**src/rtl/stdp_pkg.sv**
```systemverilog
// Shared constants and helpers for the STDP synapse array.
// Constants are the default values for the array's parameters.
package stdp_pkg;

  localparam int DECIMAL_BITS = 4;
  localparam int ONE          = 1 << DECIMAL_BITS;
  localparam int TRACE_MAX    = 64;
  localparam int TRACE_DECAY  = 1;
  localparam int W_INIT       = ONE;
  localparam int W_MIN        = 4;
  localparam int W_MAX        = 64;
  localparam int LTP_STEP     = 8;
  localparam int LTD_STEP     = 4;

  // Adds a signed step to a value, then clamps the result into [lo, hi].
  // The 32-bit working width leaves headroom above any weight width, so a
  // step near the top of the range saturates instead of wrapping.
  function automatic int sat_step(input int value, input int delta,
                                  input int lo, input int hi);
    int result;
    result = value + delta;
    if (result > hi) begin
      result = hi;
    end else if (result < lo) begin
      result = lo;
    end
    return result;
  endfunction

  // Returns the address width needed to select one of n channels.
  // It never returns 0, so a single-channel array still has a 1-bit address.
  function automatic int addr_width(input int n);
    return (n <= 1) ? 1 : $clog2(n);
  endfunction

endpackage

```
**src/rtl/stdp_trace.sv**
```systemverilog
// Single decaying spike trace: loads TRACE_MAX on a spike, otherwise
// decrements by TRACE_DECAY each cycle and saturates at zero.
module stdp_trace #(
  parameter int WIDTH       = 8,
  parameter int TRACE_MAX   = 64,
  parameter int TRACE_DECAY = 1
) (
  input  logic             clk,
  input  logic             reset_n,
  input  logic             i_spike,
  output logic [WIDTH-1:0] o_trace
);

  localparam logic [WIDTH-1:0] MAX_W   = WIDTH'(TRACE_MAX);
  localparam logic [WIDTH-1:0] DECAY_W = WIDTH'(TRACE_DECAY);

  logic [WIDTH-1:0] r_trace;

  // Spike reloads the trace; otherwise it decays toward zero without underflow.
  always_ff @(posedge clk or negedge reset_n) begin
    if (!reset_n) begin
      r_trace <= '0;
    end else if (i_spike) begin
      r_trace <= MAX_W;
    end else if (r_trace > DECAY_W) begin
      r_trace <= r_trace - DECAY_W;
    end else begin
      r_trace <= '0;
    end
  end

  assign o_trace = r_trace;

endmodule

```
**src/rtl/stdp_synapse_array.sv**
```systemverilog
// N_SYN-channel STDP synapse array feeding one postsynaptic neuron.
// Per-channel pre traces, a shared post trace, pair-based LTP/LTD, and a
// registered, saturated summed current for the neuron's input.
// Optional macro STDP_WEIGHT_LOAD_EN adds a direct weight write port.
module stdp_synapse_array
  import stdp_pkg::*;
#(
  parameter int N_SYN        = 4,
  parameter int WIDTH        = 8,
  parameter int DECIMAL_BITS = stdp_pkg::DECIMAL_BITS,
  parameter int TRACE_MAX    = stdp_pkg::TRACE_MAX,
  parameter int TRACE_DECAY  = stdp_pkg::TRACE_DECAY,
  parameter int W_INIT       = 1 << DECIMAL_BITS,
  parameter int W_MIN        = stdp_pkg::W_MIN,
  parameter int W_MAX        = stdp_pkg::W_MAX,
  parameter int LTP_STEP     = stdp_pkg::LTP_STEP,
  parameter int LTD_STEP     = stdp_pkg::LTD_STEP,
  localparam int AW          = addr_width(N_SYN)
) (
  input  logic                    clk,
  input  logic                    reset_n,
  input  logic                    learn_en,
  input  logic [N_SYN-1:0]        pre_spike,
  input  logic                    post_spike,
  output logic signed [WIDTH-1:0] i_syn,
  output logic                    i_syn_sat,
`ifdef STDP_WEIGHT_LOAD_EN
  input  logic                    wr_en,
  input  logic [AW-1:0]           wr_addr,
  input  logic [WIDTH-1:0]        wr_data,
`endif
  input  logic [AW-1:0]           rd_addr,
  output logic [WIDTH-1:0]        rd_weight
);

  // Sum width holds N_SYN doubled weights without overflow.
  localparam int SW = WIDTH + $clog2(N_SYN) + 1;
  localparam logic [SW-1:0] I_MAX = SW'((2 ** (WIDTH - 1)) - 1);

  logic [WIDTH-1:0] w_pre_trace [N_SYN];
  logic [WIDTH-1:0] w_post_trace;
  logic [WIDTH-1:0] r_weight    [N_SYN];
  logic [WIDTH-1:0] w_weight_nx [N_SYN];
  logic [SW-1:0]    w_sum;

  genvar gk;
  generate
    for (gk = 0; gk < N_SYN; gk++) begin : g_pre_trace
      stdp_trace #(
        .WIDTH      (WIDTH),
        .TRACE_MAX  (TRACE_MAX),
        .TRACE_DECAY(TRACE_DECAY)
      ) u_pre_trace (
        .clk    (clk),
        .reset_n(reset_n),
        .i_spike(pre_spike[gk]),
        .o_trace(w_pre_trace[gk])
      );
    end
  endgenerate

  stdp_trace #(
    .WIDTH      (WIDTH),
    .TRACE_MAX  (TRACE_MAX),
    .TRACE_DECAY(TRACE_DECAY)
  ) u_post_trace (
    .clk    (clk),
    .reset_n(reset_n),
    .i_spike(post_spike),
    .o_trace(w_post_trace)
  );

  // Next weight per channel from old traces and weights: a post spike with a
  // live pre trace potentiates; a lone pre spike with a live post trace
  // depresses. The post-spike test guards LTD, so the two never coincide.
  always_comb begin
    for (int k = 0; k < N_SYN; k++) begin
      w_weight_nx[k] = r_weight[k];
      if (learn_en) begin
        if (post_spike && (w_pre_trace[k] != '0)) begin
          w_weight_nx[k] = WIDTH'(sat_step(int'(r_weight[k]), LTP_STEP, W_MIN, W_MAX));
        end else if (pre_spike[k] && !post_spike && (w_post_trace != '0)) begin
          w_weight_nx[k] = WIDTH'(sat_step(int'(r_weight[k]), -LTD_STEP, W_MIN, W_MAX));
        end
      end
`ifdef STDP_WEIGHT_LOAD_EN
      if (wr_en && (32'(wr_addr) == k)) begin
        w_weight_nx[k] = WIDTH'(sat_step(int'(wr_data), 0, W_MIN, W_MAX));
      end
`endif
    end
  end

  // Weight registers take the computed next values every cycle.
  always_ff @(posedge clk or negedge reset_n) begin
    if (!reset_n) begin
      for (int k = 0; k < N_SYN; k++) begin
        r_weight[k] <= WIDTH'(W_INIT);
      end
    end else begin
      for (int k = 0; k < N_SYN; k++) begin
        r_weight[k] <= w_weight_nx[k];
      end
    end
  end

  // Summed drive of all spiking channels, each contributing twice its weight.
  always_comb begin
    w_sum = '0;
    for (int k = 0; k < N_SYN; k++) begin
      if (pre_spike[k]) begin
        w_sum = w_sum + SW'({r_weight[k], 1'b0});
      end
    end
  end

  // Register the current, clamped to the largest positive signed value.
  always_ff @(posedge clk or negedge reset_n) begin
    if (!reset_n) begin
      i_syn     <= '0;
      i_syn_sat <= 1'b0;
    end else begin
      i_syn     <= (w_sum > I_MAX) ? WIDTH'(I_MAX) : w_sum[WIDTH-1:0];
      i_syn_sat <= (w_sum > I_MAX);
    end
  end

  assign rd_weight = (32'(rd_addr) < N_SYN) ? r_weight[rd_addr] : '0;

endmodule

```
**config.mk**
```make
export PLATFORM = sky130hd
export DESIGN_NAME = stdp_synapse_array
export DESIGN_NICKNAME = d
export VERILOG_FILES = /design/src/rtl/stdp_pkg.sv /design/src/rtl/stdp_trace.sv /design/src/rtl/stdp_synapse_array.sv
export SDC_FILE = /design/constraint.sdc
export NUM_CORES = 1
export LEC_CHECK = 0
export BUFFER_PORTS_ARGS = -buffer_cell sky130_fd_sc_hd__clkbuf_2
export CAP_MARGIN = 20
export CORE_MARGIN = 1
export CORE_UTILIZATION = 39
export CTS_BUF_LIST = sky130_fd_sc_hd__clkbuf_16
export CTS_CLUSTER_SIZE = 20
export DETAILED_ROUTE_END_ITERATION = 12
export PLACE_DENSITY = 0.56
export SLEW_MARGIN = 10
export SYNTH_ARGS = -nofsm -noshare
export SYNTH_HDL_FRONTEND = slang
export SYNTH_SLANG_ARGS = --single-unit
```
**constraint.sdc**
```tcl
create_clock -name clk -period 4.1 [get_ports clk]
set_input_delay 0.41 -clock clk [delete_from_list [all_inputs] [get_ports clk]]
set_output_delay 0.41 -clock clk [all_outputs]
set_load 0.1 [all_outputs]
```
# == Yosys cells after proc, flatten, opt, wreduce, memory -nomap -nowiden ==
# Cells that the tools add are included.
# totals
elab_cells,119
register_bits,81
output_inout_bits,17
input_bits,10
# classes
n_reduce_logical,26
add_sub_neg,16
n_mux,42
bitwise_logic,1
n_lt_le_gt_ge,23
# ops
op,count
$mux 8,37
$add 9x3->10 const B,4
$gt 10x8->1 const B,4
$gt 8x1->1 const B,5
$lt 10x4->1 const B,4
$reduce_bool 8->1,5
$sub 8x1->8 const B,5
$add 8x4->9 const B,4
$gt 9x7->1 const B,4
$lt 9x3->1 const B,4
$add 11x9->11,3
$mux 11,3
$bmux 8 s2,1
$logic_and 1x1->1,12
$gt 11x7->1 const B,1
$mux 9,1
$reduce_and 2->1,4
$reduce_bool 2->1,4
$ge 3x3->1 const B,1
$not 2->3,1
$logic_not 1->1,1

# == Logic depth before layout (Yosys ltp) ==
# Gate-level depths: netlist of the first run.
# depth
word_depth,9
ltp_mapped,22
depth_no_buf,21

# == By module ==
# Synthesis of the first run repeated with hierarchy kept, for this count alone.
# hier_totals
cells_unflattened,712
area_unflattened_um2,6452.4
# modules_own_cells
module,cells_each,seq_area_each_um2,instances,area_per_inst_um2
stdp_synapse_array,502,805.8,1,4175.3
stdp_trace,42,200.2,5,455.4

# == Worst setup path before layout of the first run ==
# No wires, ideal clock.
# synth_timing
path_type,reg-to-reg
from,register r_weight[28] in the netlist's numbering
to,register i_syn[6]
t_arrival_ps,4419
t_required_ps,3945
stages_incl_launch_ff,22
slack_ps,-474
synth_period_minus_slack_ps,4574
setup_ps,155
path_buffers,1
cell_sequence,dfstp_2 -> buf_2 -> inv_1 -> nor2_1 -> ha_1 -> nand4b_1 -> nand4b_1 -> xnor2_1 -> mux2i_1 -> ha_1 -> and4_1 -> or2_2 -> xnor2_1 -> mux2_2 -> ha_1 -> nand3_1 -> a2bb2oi_1 -> o21ai_0 -> xnor2_1 -> nand3_1 -> a22oi_1 -> o2111ai_1
# synth_between
elab_chain_cells,9
# synth_lines
item,line,text
start: declaration,stdp_synapse_array.sv:42,logic [WIDTH-1:0] r_weight [N_SYN];
start signal: indexed assignment,stdp_synapse_array.sv:98,r_weight[k] <= WIDTH'(W_INIT);
start signal: indexed assignment,stdp_synapse_array.sv:102,r_weight[k] <= w_weight_nx[k];
$mux 9 *,stdp_synapse_array.sv:111,if (pre_spike[k]) begin
$add 11x9->11,stdp_synapse_array.sv:112,"w_sum = w_sum + SW'({r_weight[k], 1'b0});"
$mux 11 *,stdp_synapse_array.sv:111,
$add 11x9->11,stdp_synapse_array.sv:112,
$mux 11 *,stdp_synapse_array.sv:111,
$add 11x9->11,stdp_synapse_array.sv:112,
$mux 11 *,stdp_synapse_array.sv:111,
$gt 11x7->1,stdp_synapse_array.sv:123,i_syn <= (w_sum > I_MAX) ? WIDTH'(I_MAX) : w_sum[WIDTH-1:0];
$mux 8 *,stdp_synapse_array.sv:123,
end signal: assignment,stdp_synapse_array.sv:123,
end: declaration,stdp_synapse_array.sv:25,"output logic signed [WIDTH-1:0] i_syn,"
# Every way passes the cells marked *; elsewhere a longest branch is shown, timed or not.
# A chain may end at the register's enable or synchronous reset.

# == Final worst setup path of the first run ==
# layout_timing
from,register r_weight[28] in the netlist's numbering
to,register i_syn[2]
# layout_between
elab_chain_cells,9
# layout_lines
item,line
$mux 9 *,stdp_synapse_array.sv:111
$add 11x9->11,stdp_synapse_array.sv:112
$mux 11 *,stdp_synapse_array.sv:111
$add 11x9->11,stdp_synapse_array.sv:112
$mux 11 *,stdp_synapse_array.sv:111
$add 11x9->11,stdp_synapse_array.sv:112
$mux 11 *,stdp_synapse_array.sv:111
$gt 11x7->1 *,stdp_synapse_array.sv:123
$mux 8 *,stdp_synapse_array.sv:123
# Marks and branches as above.

==> flow_summary.ini, run 1 <==
[die]
die_h_um = 127
core_um2 = 15200
fp.dieW_um = 127
dieArea_um2 = 16000
start_util = 0.399
num_io_pins = 27
rows = 45

[setup_path]
start_kind = flip-flop
end_kind = flip-flop
crit_path_cell_trace = inv_4 -> nor2_4 -> ha_4 -> nand4b_1 -> nand4b_1 -> xnor2_1 -> mux2i_2 -> ha_1 -> and4_1 -> or2_4 -> xnor2_1 -> mux2_4 -> ha_4 -> nand3_4 -> a2bb2oi_4 -> o21ai_2 -> xnor2_1 -> nand3_1 -> a22oi_2 -> buf_6 -> o2111ai_1
path_max_fanout = 7
path_class = reg -> reg
ff2ff_path_depth = 21
critPathArrivalTime_ps = 4430
max_stage_delay_ps = 560
crit_top_cell = xnor2_1
cp.required_ps = 4290
cp_slowest_cell = dfstp_2

[grt]
grt_antenna_before_repair = 0
grt_use_total = 0.201
grt.overflow.total = 0
grt_pass1_vias = 5286
grt_pass1_wl_um = 25600
grt_max_degree = 73

[place]
dp_hpwl_um = 11100
placed_area_um2 = 6720
post-place-ws_ps = -376
gp_congestion = 0.856
placedCellCount = 935
io_buffers = 24

[logic_synthesis]
yosysTopAreaCellShare = 0.281
syn_area_um2 = 6060
yosys-top-cells-area = dfrtp_1 28%, ha_1 12%, xnor2_1 4.0%, nor2_1 4.0%, a21oi_1 3.6%
seq_area_frac_synth = 0.298
synthFlopType = dfrtp_1
synth-edff-count = 0
synth_seq_cells = 72
synth_cells = 702
yosysTopAreaCell = dfrtp_1
ys_async_sr_fraction = 1.00
synth_area_per_cell_um2 = 8.63
ys_types = 76
synth_warnings = 0

[outcome]
outcome = complete, but fails checks
violations = setup timing

[final_layout]
final_area_um2 = 7210
final.fill_count = 1445
drive_gt1_frac = 0.193
diodes = 0
final_cells = 962
nets = 839
area_delta_synth_final_pct = 19.1

[power]
leakagePower_nw = 3.21
powerDensity_nw_per_um2 = 898
vdd_ir_drop_max_mv = 0.574

[cts]
numCtsBuffers = 9
cts_tree = done
cts_max_path_buffers = 2
clkTransAtPathRegs_ps = 60
cts_sinks = 72
htreeDepth = 3
clock-root-buffer = clkbuf_16
clkLatencyLatePin_ps = 340

[sta]
final.setup.tns_ps = -700
timing.fmax_mhz = 236
slew_headroom = 0.358
fin_ws_ps = -139
slew_viol_final = 0
whs_ps = 219
period_minus_slack_ps = 4240
skew_ps = 6.44
rsz0062_at_grt = true
tightest_slew_ps = 963
timing.final.crit_share = 1.03
setup-violations-final = 7
hold_viol = 0

[routing]
vias_per_cell = 5.63
remaining_drc_errors = 0
wl_per_cell_um = 16.0
dr.first_iter.drc_count = 333
wl_um = 15400
vias = 5420
drt_pass1_iterations = 5
ant_nets = 0

[min_path]
min_path_type = in -> async

[run]
cap_violations = 0
[flip-flops by register name, summed over array words and instances (netlist names)]
name / flops
g_pre_trace.u_pre_trace.o_trace: 32
i_syn: 8
r_weight: 24
u_post_trace.o_trace: 8
[where the power goes]
| group | total, mW | internal [mW] | switching, mW |
|---|---|---|---|
| clock | 0.858 | 0.534 | 0.325 |
| sequential | 1.38 | 1.00 | 0.375 |
| combinational | 4.25 | 1.84 | 2.41 |
| total | 6.48 | 3.37 | 3.11 |
[worst max-delay path: cells and delay by family (launching register included)]
kind                       cells  cell delay [ps]
muxes                          2              530
adders and majority gates      3              850
xor gates and xnor gates       3              430
and+or+nand+nor                7              970
buffers and inverters          2              180
DFF                            1              560
AOI/OAI and AO/OA              4              540
[kinds of logic after synthesis]
family | share of synthesized area
AND/OR/NAND/NOR | 0.188
AO/OA/AOI/OAI | 0.224
buffers and inverters | 0.0564
flip-flops | 0.298
adder cells (fa/ha/maj) | 0.135
XOR/XNOR | 0.0549
multiplexers | 0.0417
other | 0.00124
[cell type report]
cell class	instances	area, um^2	share of cell area
Timing Repair Buffer	84	577	0.0800
Clock inverter	7	95.1	0.0132
Tap cell	188	235	0.0326
Multi-Input combinational cell	554	4090	0.567
Inverter	48	183	0.0253
Clock buffer	9	225	0.0312
Sequential cell	72	1810	0.250
[stage by stage]
step / total power [mW] / util
after global placement: 5.26 / 0.442
after floorplan: 4.33 / -
after global routing: 7.02 / 0.474
final: 6.48 / 0.474
after detailed placement: 5.37 / 0.442
after CTS: 6.34 / 0.467
[cells in the mapped netlist (5+ instances only)]
| cell type | n |
|---|---|
| dfrtp_1 | 68 |
| nor2_1 | 64 |
| ha_1 | 59 |
| nand2_1 | 51 |
| inv_1 | 48 |
| a21oi_1 | 44 |
| o21ai_0 | 34 |
| xnor2_1 | 28 |
| nand3_1 | 26 |
| a31oi_1 | 18 |
| clkbuf_1 | 18 |
| nor3_1 | 14 |
| nor2b_1 | 13 |
| o211ai_1 | 12 |
| buf_2 | 10 |
| nor4_1 | 10 |
| o31ai_1 | 10 |
| xor2_1 | 10 |
| o21a_1 | 9 |
| a21o_1 | 8 |
| mux2i_1 | 8 |
| nand2b_1 | 7 |
| o22ai_1 | 7 |
| or3_1 | 7 |
| a22o_1 | 5 |
| maj3_1 | 5 |
| mux4_2 | 5 |
| nor3b_1 | 5 |
| o2111ai_1 | 5 |
[per-layer routing]
metal	up-vias	wire length [um]	GRT usage
met5	-	0	0
li1	2683	-	-
met1	2608	7180	0.253
met4	0	314	0.0843
met3	23	470	0.0299
met2	106	7420	0.343
[worst paths after layout]
| kind | start | end | slack, ps |
|---|---|---|---|
| worst max-delay path | r_weight[28] | i_syn[2] | -140 |
| worst min-delay path | reset_n | g_pre_trace[0].u_pre_trace.o_trace[5] | 220 |
| worst max register to register | r_weight[28] | i_syn[2] | -140 |
| worst min register to register | g_pre_trace[2].u_pre_trace.o_trace[0] | g_pre_trace[2].u_pre_trace.o_trace[0] | 490 |
| max in group asynchronous | reset_n | r_weight[7] | 3260 |
| min in group clk | learn_en | r_weight[23] | 390 |
[cell usage in the layout, fill, tap and decap left out, types with 5 or more instances in the layout]
cell type,count
o22ai_1,7
a22o_1,5
nor3_1,14
maj3_1,5
mux2i_1,7
o21a_1,9
dfrtp_1,68
xor2_1,9
conb_1,7
a31oi_1,17
nor2_1,62
nand2b_1,7
nor2b_1,12
o211ai_1,12
nand2_1,50
xnor2_1,28
nor3b_1,5
o2111ai_1,5
clkbuf_16,9
mux4_2,5
nand3_1,25
o21ai_0,31
inv_1,47
o31ai_1,9
buf_4,60
clkbuf_2,23
a21oi_1,40
nor4_1,10
a21o_1,8
ha_1,54
or3_1,6
[what timing repair did]
action	4_1_cts	5_1_grt
gates resized for setup	6	15
hold buffers	0	0
pin swaps	13	4
endpoints found under the setup margin	7	7
setup buffers	6	5
No activity file was read; power rests on OpenSTA's default activity.
==> inputs of run 2 (changes only) <==
GPL_TIMING_DRIVEN = 1   (was default)
PLACE_DENSITY = 0.54   (was 0.56)
clock period = 4.45 ns   (was 4.1 ns; I/O delays follow)
==> flow_summary.ini, run 2 (synthesized netlist as in run 1, its figures left out) <==
[final_layout]
regArea_um2 = 1810
final_area_um2 = 6900
drive_gt1_frac = 0.150
largest_register_ffs = 32
nets = 807
area_delta_synth_final_pct = 13.8
diodes = 0
final_cell_mix = 68 x dfrtp_1, 63 x nor2_1, 55 x ha_1
layout_commonest_cell = dfrtp_1
multi_input_area_um2 = 4050
final.fill_count = 1479

[routing]
vias_per_cell = 5.68
dr.first_iter.drc_count = 307
top_layer = met4
wl_um = 15200
remaining_drc_errors = 0
drt_pass1_iterations = 5
ant_nets = 0
dr_wl_met3_um = 432
drt-met1-wl_um = 7150
wl_per_cell_um = 16.3
met2_length_um = 7310
vias = 5279

[cts]
cts_tree = done
cts_sinks = 72
htreeDepth = 3
clkLatencyLatePin_ps = 340
cts_max_path_buffers = 2
cts_hold_buf = 0
clock-root-buffer = clkbuf_16
numCtsBuffers = 9
clkTransAtPathRegs_ps = 60

[die]
rows = 45
fp.dieW_um = 127
die_h_um = 127
dieArea_um2 = 16000
start_util = 0.399
num_io_pins = 27
core_um2 = 15200

[sta]
slew_viol_final = 0
period_minus_slack_ps = 4270
timing.fmax_mhz = 234
rsz0062_at_grt = true
hold_viol = 0
tightest_slew_ps = 961
timing.final.crit_share = 0.960
setup-violations-final = 0
fin_ws_ps = 180
skew_ps = 6.11
slew_headroom = 0.359

[setup_path]
path_max_fanout = 7
cp.required_ps = 4650
crit_top_cell = xnor2_1
critPathArrivalTime_ps = 4470
start_kind = flip-flop
path_class = reg -> reg
max_stage_delay_ps = 530
cp_slowest_cell = dfstp_2
end_kind = flip-flop
crit_path_cell_trace = inv_2 -> nor2_4 -> ha_4 -> nand3b_1 -> nand4b_1 -> xnor2_1 -> mux2i_1 -> ha_1 -> a21oi_1 -> nand2_1 -> or2_4 -> xnor2_1 -> mux2_4 -> ha_4 -> nand3_2 -> a2bb2oi_2 -> o21ai_2 -> xnor2_1 -> nand3_1 -> a22oi_2 -> o2111ai_1

[min_path]
min_path_type = in -> async

[grt]
grt_pass1_wl_um = 25100
grt_antenna_before_repair = 0
grt.overflow.total = 0
grt_max_degree = 73
grt_use_total = 0.197
grt_pass1_vias = 5079

[place]
post-place-ws_ps = -165
dp_hpwl_um = 11000
placed_area_um2 = 6470
gp_congestion = 0.841
io_buffers = 24

[power]
powerDensity_nw_per_um2 = 812
total_power_mw = 5.60
vdd_ir_drop_max_mv = 0.427
leakagePower_nw = 3.02

[run]
cap_violations = 0

[outcome]
outcome = finished clean
-- run 2: path summary, 6_finish.rpt --
kind	start	endpoint	slack, ps	cells past startpoint
min	reset_n	u_post_trace.o_trace[5]	260	1
max reg2reg	r_weight[28]	i_syn[6]	180	21
min reg2reg	g_pre_trace[0].u_pre_trace.o_trace[0]	g_pre_trace[0].u_pre_trace.o_trace[0]	490	1
max in group asynchronous	reset_n	i_syn[4]	3580	1
min in group clk	learn_en	r_weight[23]	400	2
max	r_weight[28]	i_syn[6]	180	21
-- run 2: layout make-up --
cell class                      instances  area share
Clock inverter                          6      0.0103
Inverter                               48      0.0261
Sequential cell                        72       0.262
Tap cell                              188      0.0341
Clock buffer                            9      0.0327
Timing Repair Buffer                   52      0.0483
Multi-Input combinational cell        554       0.587
-- run 2: routing by layer --
layer / vias to the layer above / track usage
met2: 75 / 0.338
met4: 0 / 0.0609
li1: 2611 / -
met3: 17 / 0.0337
met1: 2576 / 0.252
met5: - / 0
-- run 2: metrics by stage --
step	hold slack, ps	utilization	std cells	TNS (ps)
floorplan	149	-	707	0
global placement	479	0.426	912	-164
detailed placement	482	0.426	912	-742
CTS	296	0.447	928	0
global route	350	0.454	929	-477
finish	258	0.454	929	0
-- run 2: critical path: cells and delay by family (launching register included) --
family	cells	cell delay, ps
DFF	1	530
buffers and inverters	1	50
muxes	2	540
AOI/OAI and AO/OA	5	920
xor gates and xnor gates	3	400
adders and majority gates	3	810
and+or+nand+nor	7	860
-- run 2: timing repair --
action,in CTS,in global routing
setup buffers,1,1
pin swaps,4,20
setup endpoints to repair,7,7
gates resized for setup,2,20
cloned,0,0
-- run 2: power by group --
group,switching (mW),total (mW),internal (mW)
combinational,2.11,3.58,1.47
sequential,0.368,1.29,0.922
clock,0.298,0.732,0.434
total,2.77,5.60,2.83
